<file path="src/rtl/cnn_pkg.sv">
// Shared types and helpers for the CNN activation path.
// Holds the drain/fill state type and a width-parametric signed clamp.
package cnn_pkg;

    typedef enum logic {
        FILL  = 1'b0,
        DRAIN = 1'b1
    } act_state_t;

    localparam int DW_DEFAULT = 16;

    // Clamp a wide signed value into the range of a w-bit signed number (w < 64).
    function automatic logic signed [63:0] sat_signed(input logic signed [63:0] v, input int w);
        logic signed [63:0] hi;
        logic signed [63:0] lo;
        hi = (64'sd1 <<< (w - 1)) - 64'sd1;
        lo = -(64'sd1 <<< (w - 1));
        if (v > hi) begin
            return hi;
        end
        if (v < lo) begin
            return lo;
        end
        return v;
    endfunction

endpackage

</file>
<file path="src/rtl/act_requant.sv">
// Combinational requantizer: arithmetic right shift, optional ReLU, then
// saturation of the node result into the activation width.
module act_requant
    import cnn_pkg::*;
#(
    parameter int ACC_W   = 16,
    parameter int DW      = DW_DEFAULT,
    parameter int SHIFT   = 0,
    parameter bit RELU_EN = 1'b1
) (
    input  logic signed [ACC_W-1:0] x,
    output logic signed [DW-1:0]    y
);

    logic signed [ACC_W-1:0] shifted;
    logic signed [63:0]      wide;

    // NOTE: every variable written in always_comb gets a value on every path,
    // otherwise synthesis infers a latch to hold the old value.
    always_comb begin
        shifted = x >>> SHIFT;
        wide    = 64'(shifted);
        if (RELU_EN && (wide < 0)) begin
            wide = '0;
        end
        y = DW'(sat_signed(wide, DW));
    end

endmodule

</file>
<file path="src/rtl/node_act_buffer.sv">
// Collects one layer of requantized node results, then streams them out in
// index order with valid/ready backpressure; fill and drain alternate.
module node_act_buffer
    import cnn_pkg::*;
#(
    parameter int N_NODES = 16,
    parameter int ACC_W   = 16,
    parameter int DW      = DW_DEFAULT,
    parameter int SHIFT   = 0,
    parameter bit RELU_EN = 1'b1,
    localparam int IDX_W  = (N_NODES > 1) ? $clog2(N_NODES) : 1
) (
    input  logic                    clk,
    input  logic                    rst,
    input  logic                    valid_in,
    input  logic [ACC_W-1:0]        x,
    output logic                    in_ready,
    output logic                    valid_out,
    output logic signed [DW-1:0]    y,
    output logic [IDX_W-1:0]        y_idx,
    output logic                    y_last,
    input  logic                    out_ready,
    output logic                    layer_done
);

    localparam logic [IDX_W-1:0] LAST_IDX = IDX_W'(N_NODES - 1);

    act_state_t               state;
    act_state_t               state_next;
    logic [IDX_W-1:0]         wr_idx;
    logic [IDX_W-1:0]         rd_idx;
    logic signed [DW-1:0]     act_buf [N_NODES];
    logic signed [DW-1:0]     act_x;
    logic                     in_fire;
    logic                     out_fire;

    act_requant #(
        .ACC_W   (ACC_W),
        .DW      (DW),
        .SHIFT   (SHIFT),
        .RELU_EN (RELU_EN)
    ) u_requant (
        .x (x),
        .y (act_x)
    );

    always_comb begin
        state_next = state;
        in_ready   = 1'b0;
        valid_out  = 1'b0;
        case (state)
            FILL: begin
                in_ready = 1'b1;
                if (valid_in && (wr_idx == LAST_IDX)) begin
                    state_next = DRAIN;
                end
            end
            DRAIN: begin
                valid_out = 1'b1;
                if (out_ready && (rd_idx == LAST_IDX)) begin
                    state_next = FILL;
                end
            end
            default: state_next = FILL;
        endcase
    end

    assign in_fire  = valid_in && in_ready;
    assign out_fire = valid_out && out_ready;

    // Outputs come straight from registered state, so they are stable under backpressure.
    assign y      = act_buf[rd_idx];
    assign y_idx  = rd_idx;
    assign y_last = valid_out && (rd_idx == LAST_IDX);

    // NOTE: state is updated with non-blocking assignments so every register
    // samples the pre-edge values regardless of statement order.
    always_ff @(posedge clk) begin
        if (rst) begin
            state <= FILL;
        end else begin
            state <= state_next;
        end
    end

    // NOTE: the buffer is cleared on reset so no stale layer can ever be
    // observed on y; this costs a reset mux per entry, which is acceptable at this depth.
    always_ff @(posedge clk) begin
        if (rst) begin
            wr_idx     <= '0;
            rd_idx     <= '0;
            layer_done <= 1'b0;
            for (int i = 0; i < N_NODES; i++) begin
                act_buf[i] <= '0;
            end
        end else begin
            layer_done <= out_fire && y_last;
            if (in_fire) begin
                act_buf[wr_idx] <= act_x;
                wr_idx          <= (wr_idx == LAST_IDX) ? '0 : wr_idx + 1'b1;
            end
            if (out_fire) begin
                rd_idx <= y_last ? '0 : rd_idx + 1'b1;
            end
        end
    end

endmodule

</file>
<file path="config.mk">
export PLATFORM = sky130hd
export DESIGN_NAME = node_act_buffer
export DESIGN_NICKNAME = d
export VERILOG_FILES = /design/src/rtl/cnn_pkg.sv /design/src/rtl/act_requant.sv /design/src/rtl/node_act_buffer.sv
export SDC_FILE = /design/constraint.sdc
export NUM_CORES = 1
export LEC_CHECK = 0
export CELL_PAD_IN_SITES_DETAIL_PLACEMENT = 2
export CELL_PAD_IN_SITES_GLOBAL_PLACEMENT = 2
export CORE_ASPECT_RATIO = 1.5
export CORE_UTILIZATION = 49
export CTS_BUF_LIST = sky130_fd_sc_hd__clkbuf_8
export CTS_CLUSTER_DIAMETER = 50
export DETAILED_ROUTE_END_ITERATION = 8
export GPL_TIMING_DRIVEN = 0
export HOLD_SLACK_MARGIN = 0.08
export PLACE_DENSITY_LB_ADDON = 0.1
export SLEW_MARGIN = 20
export SYNTH_ARGS = -nofsm -noshare
export SYNTH_HDL_FRONTEND = slang
export SYNTH_SLANG_ARGS = --single-unit
</file>
<file path="constraint.sdc">
create_clock -name clk -period 3.9 [get_ports clk]
set_input_delay 0.585 -clock clk [delete_from_list [all_inputs] [get_ports clk]]
set_output_delay 0.585 -clock clk [all_outputs]
set_load 0.1 [all_outputs]
</file>
### Word-level counts from Yosys, hierarchy flattened

Memory sizes are Yosys's and may differ from the RTL's. A register that Yosys moved wholly into a read port is not among the register bits.
Cells that the tools add are included.

| cells by class | value |
|---|---|
| equal/unequal tests | 2 |
| $lt $le $gt $ge | 3 |
| multiplexer cells | 25 |
| $add $sub $neg | 2 |
| bitwise logic cells | 1 |
| reduce and logical (&&, ||, !) cells | 7 |

Operators by type and width:

| cell | count |
|---|---|
| $mux 16 | 5 |
| $gt 64x16->1 const B | 1 |
| $lt 64x16->1 const B | 1 |
| $mux 64 | 1 |
| $mux 4 | 5 |
| $lt 16x1->1 const B | 1 |
| $reduce_or 16->1 | 1 |
| $mux 1 | 13 |
| $add 4x1->4 const B | 2 |
| $eq 4x4->1 const B | 2 |
| $logic_and 1x1->1 | 6 |
| $pmux 1 s2 | 1 |
| $not 1->1 | 1 |

| word-level totals | value |
|---|---|
| bits of input ports | 20 |
| flip-flop bits (word level) | 10 |
| logic and storage cells | 45 |
| RAM bits | 256 |
| output and inout bits | 24 |
| memories | 1 |

Memory list:

| memory | words | bits a word | read ports | clocked after memory_dff | write ports | line | source |
|---|---|---|---|---|---|---|---|
| act_buf | 16 | 16 | 1 | 1 | 16 | node_act_buffer.sv:32 | `logic signed [DW-1:0] act_buf [N_NODES];` |

### Logic depth before layout (Yosys ltp)

Gate-level depths: netlist of run 1.

| depth | value |
|---|---|
| depth in word-level cells | 8 |
| depth in mapped cells | 6 |
| mapped depth without buffers | 5 |

### Cells and area by module

From an unflattened synthesis of run 1, not the netlist that was laid out.

| second synthesis, totals | value |
|---|---|
| cell total of the unflattened synthesis | 798 |
| area total of the unflattened synthesis | 12246.7 um2 |

Modules (own cells, without submodules):

| module | instances | area an instance (um2) | cells each | sequential area each (um2) |
|---|---|---|---|---|
| node_act_buffer | 1 | 12102.9 | 780 | 7967.6 |
| act_requant | 1 | 143.9 | 18 | 0.0 |

### Least setup slack after synthesis of run 1

OpenSTA, ideal clock, no wires.

| timing | value |
|---|---|
| path kind | register to output |
| from | register state |
| to | output port y_last |
| arrival time | 2118 ps |
| cell stages (with the launch flop) | 3 |
| required time | 3315 ps |
| slack | 1197 ps |
| buffers on the path | 1 |
| cell sequence | dfxtp_1 -> buf_2 -> and4_1 |

| between the ends | value |
|---|---|
| longest elaborated chain between the ends | 2 |

Ends and longest elaborated chain:

| item | line | source |
|---|---|---|
| start, declared | node_act_buffer.sv:28 | `act_state_t state;` |
| start signal, assigned | node_act_buffer.sv:82 | `state <= state_next;` |
| $mux 1 | node_act_buffer.sv:51 | `case (state)` |
| $logic_and 1x1->1 | node_act_buffer.sv:74 | `assign y_last = valid_out && (rd_idx == LAST_IDX);` |
| end, declared | node_act_buffer.sv:21 | `output logic y_last,` |

Every way passes these cells.

==> impl_metrics.toml, run 1 <==
[die]
coreArea_um2 = 22220
start_util_pct = 49.80
die_area_um2 = 23200
core.rowCount = 67
die_y_um = 186.0
num_io_pins = 44
die_x_um = 124.7

[synth]
synth-seq-cells = 254
syn_area_um2 = 11060
synth_most_common_cell = "nor2_1"
synth.net_count = 798
synth_top_family_by_area = "simple AND/OR/NAND/NOR gates"
synthCells = 773
synth_cell_type_count = 33
synthXorXnorAreaFrac_pct = 0.2375
synthFlopType = "edfxtp_1"
synth.area.mux_share_pct = 12.76
synth_edf_count = 240
synthArstFlopShare_pct = 0
yosysTopAreaCell = "edfxtp_1"
synth_top_area_share_pct = 65.14
synth-adder-area-share_pct = 0.5655
synth_commonest_cells = "nor2_1 (245), edfxtp_1 (240), mux4_2 (44), clkbuf_1 (35), nand2_1 (35)"
synth_compound_area_share_pct = 2.590
yosysWarnings = 0
postSynthAreaPerCell_um2 = 14.31
ys_seq_area_share_pct = 67.68
synth_area_leaders = "edfxtp_1 (65%), mux4_2 (9.0%), nor2_1 (8.3%)"
yosys.area_share.simple_pct = 12.81

[final_layout]
utilization_pct = 56.47
diodes = 0
fillerInstances = 1979
syn2layout_area_growth_pct = 13.39
drive_above_1_share_pct = 15.75
final_cells = 1165
nets = 882

[setup_path]
timing.rr.start = "wr_idx[2]"
start_kind = "flop"
critPathBufInv = 3
critPathTopFamily = "buffers and inverters"
end_kind = "output pin"
crit_path_top_delay_cell = "dlygate4sd2_1"
required_ns = 3.31
cp.depth = 6
slowest_delay_ns = 0.61
path_cells = "buf_2 -> clkbuf_1 -> mux4_2 -> a22oi_1 -> nand2_1 -> dlygate4sd2_1"
path_class = "reg -> out"
worstPathArrival_ns = 3.22
r2r_cells = 4
reg2reg_slack_ns = 1.45
worst-path-max-fanout = 10

[clocking]
clkSinkCount = 254
clk_pin_slew_ns = 0.06
insertion_delay_ns = 0.55
cts_tree = "done"
cts_made_buffers = 40
clock_path_buffers = 3
cts_max_level = 2
root_buffer = "clkbuf_8"

[timing]
finalMaxSlewViolations = 0
setup_tns_ns = 0
fmaxAchievable_mhz = 263.0
hold_viol_final = 0
tightestPinTransition_ns = 1.022
rsz0062_at_grt = "false"
setup_viol = 0
finalCritPeriodShare_pct = 97.48
worst_slew_margin_rel_pct = 31.87
skew_ns = 0.01619
period_minus_slack_ns = 3.802

[run]
maxCapViolations = 0

[detailed_routing]
vias = 6913
drc = 0
detail_route.wirelength_mm = 33.98
ant_nets = 0
vias_per_cell = 5.934
drt-pass1-iter-count = 4
drtIter0Drc = 433
wl_per_cell_um = 29.17

[pwr]
power.leakage_nw = 4.384
powerDensity_nw_per_um2 = 448.6
peakVddDrop_v = 0.0002812

[global_routing]
grt_pass1_wl_mm = 50.56
antenna_found_initial = 0
grt_max_degree = 16
grt_pass1_vias = 7887
grt-ovfl-total = 0
grt_usage_pct = 30.14

[place]
placement.io_buffers = 41
hpwl_mm = 24.86
dp.cells = 1091
gp_congestion = 0.7472

[min_path]
worstHoldStart = "y_idx[1]"
worstHoldPathCells = 2
hp-class = "reg -> reg"

[status]
status = "completed"
## final cells by class
type	instances	area [um2]	share of cell area (%)
flip-flops and latches	254	7487	59.68
clock inverters	33	161.4	1.287
multi-input cells	443	3212	25.60
inverters	3	11.26	0.08977
plain buffers	73	360.3	2.873
repair buffers	42	402.9	3.212
well taps	276	345.3	2.753
clock buffers	41	564.3	4.498
## path summary, 6_finish.rpt
check / end
max: y[14]
max reg2reg: act_buf[6][6]
min: y_idx[1]
min reg2reg: y_idx[1]
## layout by cell type (no fill, tap or decap), types with 15 or more instances in the layout
cell	Yosys	final
clkbuf_1	35	32
buf_2	30	30
a22oi_1	30	30
clkdlybuf4s50_1	0	26
nand2_1	35	35
mux4_2	44	44
edfxtp_1	240	240
nand2b_1	30	30
nor2_1	245	245
mux4_1	16	16
dlygate4sd2_1	0	15
inv_1	3	19
clkbuf_8	0	41
## power breakdown
group          total [mW]  switching, mW  internal (mW)
clock network        2.14           1.09           1.05
registers            3.12         0.0403           3.08
logic               0.370          0.274         0.0965
## registers in the layout, summed over array words and instances, names as in the netlist, named ones only
signal and cells:
act_buf 240, layer_done 1, state 1, wr_idx 4
y_idx 4
## worst reg2reg max path, stage by stage, from the launching register on
cell and delay [ns]:
dfxtp_1 0.32, buf_2 0.24, nor2b_1 0.41, nand2_1 0.37, nand2b_1 0.73
## repair_timing
item | CTS | global route
resized for setup | 18 | 0
endpoints found under the hold margin | 0 | 0
hold buffers | 0 | 0
setup endpoints to repair | 15 | 0
setup buffers | 0 | 0
## metrics by stage
step	hold slack [ns]	cell area (um2)	worst slack (ns)	total power, mW
finish	0.5420	12540	0.09837	5.627
global route	0.5803	12540	0.007847	5.778
CTS	0.5490	12540	0.06613	5.651
detailed placement	0.5389	11830	0.2536	3.552
global placement	0.5088	11820	0.3804	3.510
floorplan	0.4817	11060	1.197	3.392
## cells by family after synthesis
| group | count (synthesis) |
|---|---|
| compound gates | 39 |
| buf+inv | 76 |
| fa+ha+maj | 5 |
| flops | 254 |
| simple gates | 335 |
| mux | 60 |
| xor+xnor | 3 |
| other cells | 1 |
## layer usage
layer | part of all wire, % | up-vias | GRT usage (%) | wire length, um
li1 | - | 3000 | - | -
met1 | 39 | 3666 | 35.02 | 13180
met2 | 55 | 178 | 56.97 | 18780
met3 | 3.1 | 69 | 4.024 | 1061
met4 | 2.8 | 0 | 10.17 | 958
met5 | 0 | - | 0 | 0
(Power assumes the default switching activity.)
==> inputs of run 2 (changes only) <==
--- a/config.mk
+++ b/config.mk
@@ -15,6 +15,7 @@
 export GPL_TIMING_DRIVEN = 0
 export HOLD_SLACK_MARGIN = 0.08
 export PLACE_DENSITY_LB_ADDON = 0.1
+export REMOVE_ABC_BUFFERS = 1
 export SLEW_MARGIN = 20
 export SYNTH_ARGS = -nofsm -noshare
 export SYNTH_HDL_FRONTEND = slang
==> impl_metrics.toml, run 2 (same netlist as run 1, synthesis figures left out) <==
[place]
hpwl_mm = 22.33
placement.io_buffers = 42
dp.cells = 1022
gp_congestion = 0.8032

[final_layout]
regMostFlops = "act_buf"
fillerInstances = 2019
diodes = 0
final_common_cell = "nor2_1"
layout_common_cells = "nor2_1 (245), edfxtp_1 (240), mux4_2 (44)"
syn2layout_area_growth_pct = 10.74
nets = 814
final_cells = 1093
multi_input_area_um2 = 3214
drive_above_1_share_pct = 14.69
seq_area_um2 = 7495
largest_register_ffs = 240

[clocking]
clk_pin_slew_ns = 0.07
clock_path_buffers = 3
clkSinkCount = 254
cts_tree = "done"
root_buffer = "clkbuf_8"
cts_made_buffers = 40
insertion_delay_ns = 0.55
cts_max_level = 2

[setup_path]
worstPathArrival_ns = 3.13
end_kind = "output pin"
worst-path-max-fanout = 15
required_ns = 3.31
start_kind = "flop"
path_class = "reg -> out"

[die]
coreArea_um2 = 22220
die_y_um = 186.0
die_area_um2 = 23200
start_util_pct = 49.80
num_io_pins = 44
core.rowCount = 67
die_x_um = 124.7

[timing]
finalMaxSlewViolations = 0
finalCritPeriodShare_pct = 95.15
rsz0062_at_grt = "false"
fin_hold_ws_ns = 0.5493
worst_slew_margin_rel_pct = 27.80
setup_tns_ns = 0
period_minus_slack_ns = 3.711
fmaxAchievable_mhz = 269.5
skew_ns = 0.01524
tightestPinTransition_ns = 1.081
setup_viol = 0
hold_viol_final = 0

[detailed_routing]
ant_nets = 0
vias = 6600
vias_per_cell = 6.038
drt-pass1-iter-count = 5
detail_route.wirelength_mm = 33.97
drtIter0Drc = 449
drc = 0
wl_per_cell_um = 31.08

[global_routing]
grt-ovfl-total = 0
grt_pass1_wl_mm = 49.50
grt_pass1_vias = 7426
grt_max_degree = 46
grt_usage_pct = 30.25
antenna_found_initial = 0

[pwr]
power.leakage_nw = 4.174
peakVddDrop_v = 0.0003184
powerDensity_nw_per_um2 = 455.5

[min_path]
hp-class = "reg -> reg"

[run]
maxCapViolations = 0

[status]
status = "completed"
-- run 2: through the flow --
step	setup slack (ns)	area, um2	utilization (%)	power (mW)
2_1_floorplan	-0.5064	10710	-	3.376
3_3_place_gp	-2.632	11470	51.64	3.520
3_5_place_dp	-0.2984	11560	52.05	3.556
4_1_cts	-0.2071	12260	55.17	5.625
5_1_grt	0.06898	12250	55.15	5.738
6_report	0.1893	12250	55.15	5.581
-- run 2: final timing paths --
path              from              end  slack, ns  cells after the start
max               flop             y[4]       0.19                      4
min           y_idx[1]             flop       0.55                      2
max reg2reg  wr_idx[0]  act_buf[13][10]       0.90                      4
min reg2reg   y_idx[1]             flop       0.55                      2
-- run 2: timing repair --
action,CTS,global route
setup buffers,0,1
hold buffers,0,0
resized for setup,39,9
setup endpoints to repair,15,10
cloned,0,0
pin swaps,0,0
-- run 2: power by group --
part / switching, mW / total, mW / internal (mW)
Clock: 1.05 / 2.09 / 1.04
Combinational: 0.286 / 0.374 / 0.0882
Sequential: 0.0379 / 3.12 / 3.08
Total: 1.37 / 5.58 / 4.21
-- run 2: cell type report --
| type | instances | area share [%] |
|---|---|---|
| clock buffer | 41 | 4.606 |
| clock inverter | 29 | 1.185 |
| inverter | 3 | 0.09191 |
| multi-input combinational | 443 | 26.24 |
| sequential | 254 | 61.17 |
| tap | 276 | 2.819 |
| timing repair buffer | 47 | 3.891 |
-- run 2: worst max-delay path: stages, from the launching register on --
cell and delay (ns):
dfxtp_1 0.35, nor2_1 0.81, a22oi_1 0.37, nand2_1 0.16, dlygate4sd2_1 0.88
-- run 2: routing by layer --
layer	track usage, %	wire (um)	vias to the layer above
li1	-	-	2847
met1	34.84	12490	3459
met3	4.369	1348	87
met2	54.43	18300	207
met4	16.43	1832	0
met5	0	0	-
